## src/rtl/uart_rx_byte.sv

```systemverilog
// 8N1 UART receiver: RXD synchroniser, mid-bit sampling FSM and a one-entry valid/ready holding register.
// Optional even-parity bit and parity_err port when UART_RX_PARITY_EN is defined.
module uart_rx_byte #(
  parameter int CLKS_PER_BIT = 215,
  parameter int SYNC_STAGES  = 2
) (
  input  logic       clk,
  input  logic       resetn,
  input  logic       rxd,
  output logic [7:0] rx_data,
  output logic       rx_valid,
  input  logic       rx_ready,
  output logic       busy,
  output logic       framing_err,
  output logic       overrun_err,
  input  logic       clr_err
`ifdef UART_RX_PARITY_EN
  ,
  output logic       parity_err
`endif
);

  localparam logic [15:0] FULL = 16'(CLKS_PER_BIT - 1);
  localparam logic [15:0] HALF = 16'(CLKS_PER_BIT / 2 - 1);

  typedef enum logic [2:0] {IDLE, START, DATA, PARITY, STOP} state_e;

  state_e                 state_q, state_d;
  logic [SYNC_STAGES-1:0] sync_q, sync_d;
  logic [15:0]            cnt_q, cnt_d;
  logic [2:0]             idx_q, idx_d;
  logic [7:0]             shift_q, shift_d;
  logic [7:0]             data_q, data_d;
  logic                   valid_q, valid_d;
  logic                   fe_q, fe_d;
  logic                   oe_q, oe_d;
  logic                   rxd_s, pop, byte_done, stop_bad, par_fail;
`ifdef UART_RX_PARITY_EN
  logic                   pe_q, pe_d;
  logic                   par_bad_q, par_bad_d;
  logic                   par_set;
  assign par_fail   = par_bad_q;
  assign parity_err = pe_q;
`else
  assign par_fail   = 1'b0;
`endif

  assign sync_d      = {sync_q[SYNC_STAGES-2:0], rxd};
  assign rxd_s       = sync_q[SYNC_STAGES-1];
  assign rx_data     = data_q;
  assign rx_valid    = valid_q;
  assign framing_err = fe_q;
  assign overrun_err = oe_q;
  assign busy        = (state_q != IDLE);

  always_ff @(posedge clk) begin
    if (!resetn) begin
      state_q   <= IDLE;
      sync_q    <= '1;
      cnt_q     <= '0;
      idx_q     <= '0;
      shift_q   <= '0;
      data_q    <= '0;
      valid_q   <= 1'b0;
      fe_q      <= 1'b0;
      oe_q      <= 1'b0;
`ifdef UART_RX_PARITY_EN
      pe_q      <= 1'b0;
      par_bad_q <= 1'b0;
`endif
    end else begin
      state_q   <= state_d;
      sync_q    <= sync_d;
      cnt_q     <= cnt_d;
      idx_q     <= idx_d;
      shift_q   <= shift_d;
      data_q    <= data_d;
      valid_q   <= valid_d;
      fe_q      <= fe_d;
      oe_q      <= oe_d;
`ifdef UART_RX_PARITY_EN
      pe_q      <= pe_d;
      par_bad_q <= par_bad_d;
`endif
    end
  end

  always_comb begin
    state_d = state_q;
    case (state_q)
      IDLE:   if (!rxd_s) state_d = START;
      START:  if (cnt_q == '0) state_d = rxd_s ? IDLE : DATA;
      DATA:   if (cnt_q == '0 && idx_q == 3'd7) begin
`ifdef UART_RX_PARITY_EN
        state_d = PARITY;
`else
        state_d = STOP;
`endif
      end
      PARITY: if (cnt_q == '0) state_d = STOP;
      STOP:   if (cnt_q == '0) state_d = IDLE;
      default: state_d = IDLE;
    endcase
  end

  always_comb begin
    cnt_d     = cnt_q;
    idx_d     = idx_q;
    shift_d   = shift_q;
    byte_done = 1'b0;
    stop_bad  = 1'b0;
`ifdef UART_RX_PARITY_EN
    par_bad_d = par_bad_q;
    par_set   = 1'b0;
`endif
    case (state_q)
      IDLE: begin
        // Preload half a bit so START lands in the middle of the start bit.
        cnt_d = HALF;
        idx_d = '0;
`ifdef UART_RX_PARITY_EN
        par_bad_d = 1'b0;
`endif
      end
      START: cnt_d = (cnt_q == '0) ? FULL : cnt_q - 16'd1;
      DATA: begin
        if (cnt_q == '0) begin
          shift_d[idx_q] = rxd_s;
          idx_d          = idx_q + 3'd1;
          cnt_d          = FULL;
        end else begin
          cnt_d = cnt_q - 16'd1;
        end
      end
`ifdef UART_RX_PARITY_EN
      PARITY: begin
        if (cnt_q == '0) begin
          par_bad_d = ^{shift_q, rxd_s};
          par_set   = ^{shift_q, rxd_s};
          cnt_d     = FULL;
        end else begin
          cnt_d = cnt_q - 16'd1;
        end
      end
`endif
      STOP: begin
        if (cnt_q == '0) begin
          byte_done = rxd_s & ~par_fail;
          stop_bad  = ~rxd_s;
        end else begin
          cnt_d = cnt_q - 16'd1;
        end
      end
      default: ;
    endcase

    pop     = valid_q & rx_ready;
    data_d  = data_q;
    valid_d = valid_q & ~pop;
    fe_d    = fe_q & ~clr_err;
    oe_d    = oe_q & ~clr_err;
    // A new byte landing on a pop replaces the popped one without overrun.
    if (byte_done) begin
      if (valid_q & ~pop) begin
        oe_d = 1'b1;
      end else begin
        data_d  = shift_q;
        valid_d = 1'b1;
      end
    end
    if (stop_bad) fe_d = 1'b1;
`ifdef UART_RX_PARITY_EN
    pe_d = (pe_q & ~clr_err) | par_set;
`endif
  end

endmodule

```

## config.mk

```make
export PLATFORM = sky130hd
export DESIGN_NAME = uart_rx_byte
export DESIGN_NICKNAME = d
export VERILOG_FILES = /design/src/rtl/uart_rx_byte.sv
export SDC_FILE = /design/constraint.sdc
export NUM_CORES = 1
export LEC_CHECK = 0
export CORE_AREA = 2 2 71 73
export CTS_CLUSTER_DIAMETER = 200
export CTS_CLUSTER_SIZE = 20
export DETAILED_ROUTE_END_ITERATION = 10
export DIE_AREA = 0 0 73 75
export DONT_BUFFER_PORTS = 1
export GPL_TIMING_DRIVEN = 0
export SYNTH_ARGS = -nofsm -noshare
export SYNTH_HDL_FRONTEND = slang
export SYNTH_SLANG_ARGS = --single-unit
```

## constraint.sdc

```tcl
create_clock -name clk -period 2.75 [get_ports clk]
set_input_delay 0.1375 -clock clk [delete_from_list [all_inputs] [get_ports clk]]
set_output_delay 0.1375 -clock clk [all_outputs]
set_load 0.005 [all_outputs]
```

==> metrics.yaml <==
area_delta_synth_final_pct: 9.30
synth_area_per_cell_um2: 8.52
rsz0062_at_grt: "false"
drv_slew: 0
finalPower_uw: 1220
grt_pass1_vias: 1673
critPathLaunchType: "register"
drc: 0
finClkSkew_ps: 7.00
synthCells: 240
power.internal_uw: 931
relSlewSlack_pct: 26.7
netlist_area_mm2: 0.00205
setup_tns_ps: 0
track_usage_pct: 18.6
cts.sinks: 43
antenna_left: 0
antenna_found_initial: 0
cts_resized: 0
drive_gt1_share_pct: 7.63
critPathMaxFanout: 9
numPortBuffers: 0
cp_cell_sequence: "nor4_1 -> nand2_1 -> or4_2 -> a21oi_1"
synth_area_leaders: "dfxtp_1 42%, a21oi_1 4.9%, nand2_1 4.0%, mux2i_1 3.9%, nor2_1 3.5%"
viasPerCell: 6.08
htreeDepth: 2
finalCritPeriodShare_pct: 91.7
initial_core_util_pct: 43.9
worst_slew_pin_slew_ps: 1090
die_x_um: 73
tritoncts: "built"
cts_inserted_buffers: 5
status: "completed"
dp_hpwl_um: 3450
vias: 1841
mostFrequentLayoutCells: "43 x dfxtp_1, 22 x nand2_1, 20 x a21oi_1"
synth_top_area_cell: "dfxtp_1"
clock-root-buffer: "clkbuf_8"
max_freq_mhz: 397
pwr-share-comb_pct: 7.1
clock_path_buffers: 2
finalSetupViolCount: 0
synth_cell_types: 52
clk_pin_slew_ps: 80
pin_count: 17
cp_slowest_stage_delay_ps: 890
synth_seq_area_share_pct: 42.1
crit_required_ps: 2980
die-area_mm2: 0.00548
cp.arrival_ps: 2750
synth_edf_count: 0
p_clk_share_pct: 40.6
synth_ff_type: "dfxtp_1"
final_common_cell: "dfxtp_1"
cap_violations: 0
fillers: 470
ys_ff_latch: 43
yosys_warnings: 0
clock_latency_ps: 300
drt-pass1-iter-count: 4
grt_max_degree: 15
finalHoldViolations: 0
drtIter0Drc: 80
yosys.area.top_type_share_pct: 42.1
detail_route.wl_per_cell_um: 16.0
gp_congestion: 0.828
end_kind: "register"
rows: 25
synth.net_count: 249
p_per_area_mw_per_mm2: 547
synth_async_sr_flop_share_pct: 0
critPathKind: "register to register"
chipHeight_um: 75
seq_power_share_pct: 52.2
hold_path.class: "primary input to register"
grt_pass1_wl_um: 7940
min_period_ps: 2520
power.leakage_uw: 0.000787
antenna_cells: 0
ir_worst_vdd_uv: 259
p_sw_share_pct: 23.9
fin_util_pct: 48.0
slowest_stage: "nor4_1"
p_sw_uw: 292
core_mm2: 0.00466
layout.nets: 257
grt_overflow_total: 0
routed_wl_um: 4860
power by group through the flow:
stage	clock network, uW	logic, uW	registers (uW)
2_1_floorplan	0	64.9	651
3_3_place_gp	0	84.5	653
3_5_place_dp	0	84.8	654
4_1_cts	509	86.5	639
5_1_grt	536	96.4	640
6_report	497	87.4	639
per-stage QoR:
| stage | worst slack [ps] | cell area (um^2) | cells | hold slack, ps |
|---|---|---|---|---|
| 2_1_floorplan | 620 | 2050 | 240 | 239 |
| 3_3_place_gp | 225 | 2110 | 294 | 245 |
| 3_5_place_dp | 244 | 2110 | 294 | 246 |
| 4_1_cts | 224 | 2240 | 303 | 106 |
| 5_1_grt | 11.1 | 2240 | 303 | 126 |
| 6_report | 229 | 2240 | 303 | 109 |
path summary, 6_finish.rpt:
check        startpoint         to  slack [ps]  depth (start not counted)
max reg2reg    cnt_q[2]  cnt_q[13]         230                          4
max            cnt_q[2]  cnt_q[13]         230                          4
min reg2reg   sync_q[0]  sync_q[1]         420                          1
min            rx_ready   rx_valid         110                          2
metal layers:
| layer | vias up | share of wire [%] | GRT usage (%) |
|---|---|---|---|
| met5 | - | 0 | 0 |
| met4 | 0 | 1.5 | 6.38 |
| met3 | 8 | 3.8 | 3.75 |
| met2 | 37 | 47 | 30.7 |
| met1 | 878 | 47 | 24.4 |
| li1 | 918 | - | - |
repair_timing:
item	CTS	global route
buffers inserted	0	0
endpoints found under the hold margin	1	0
hold buffers	1	0
critical path: cells and delay by family (launching register included):
family,cells,cell delay [ps]
AOI/OAI and AO/OA,1,150
and+or+nand+nor,3,1940
DFF,1,360
cell families after synthesis:
family | Yosys count | synth area share (%)
xor gates and xnor gates | 2 | 0.856
AOI/OAI and AO/OA | 62 | 19.8
and+or+nand+nor | 99 | 26.1
adders and majority gates | 6 | 3.43
muxes | 8 | 3.91
DFF | 43 | 42.1
buffers and inverters | 20 | 3.85
layout make-up:
type,instances,area [um^2],area share [%]
buffer,13,52.6,2.35
clock buffer,5,68.8,3.08
clock inverter,3,43.8,1.96
inverter,7,26.3,1.18
multi-input combinational,177,1110,49.5
sequential,43,861,38.5
tap,54,67.6,3.02
timing repair buffer,1,10.0,0.448
sequential cells by signal (all words and copies together), names as in the netlist:
register,count
shift_q,8
cnt_q,16
rx_data,8
sync_q,2
state_q,3
idx_q,3
framing_err,1
rx_valid,1
overrun_err,1
synth_stat cells, types with 2 or more instances:
library cell	n
a211oi_1	2
clkbuf_1	12
or4_2	2
a31oi_1	3
or4_1	4
inv_1	7
ha_1	4
nor3_1	7
nand2_1	22
or2_2	2
maj3_1	2
nand3_1	13
xnor2_1	2
and3_1	2
nand4_1	2
o31ai_1	7
a21oi_1	20
o221ai_1	3
nor2_1	19
o21ai_0	12
o21a_1	2
nand2b_1	5
nor4_1	6
dfxtp_1	43
nor4b_1	3
mux2i_1	8
(Power assumes the default switching activity.)
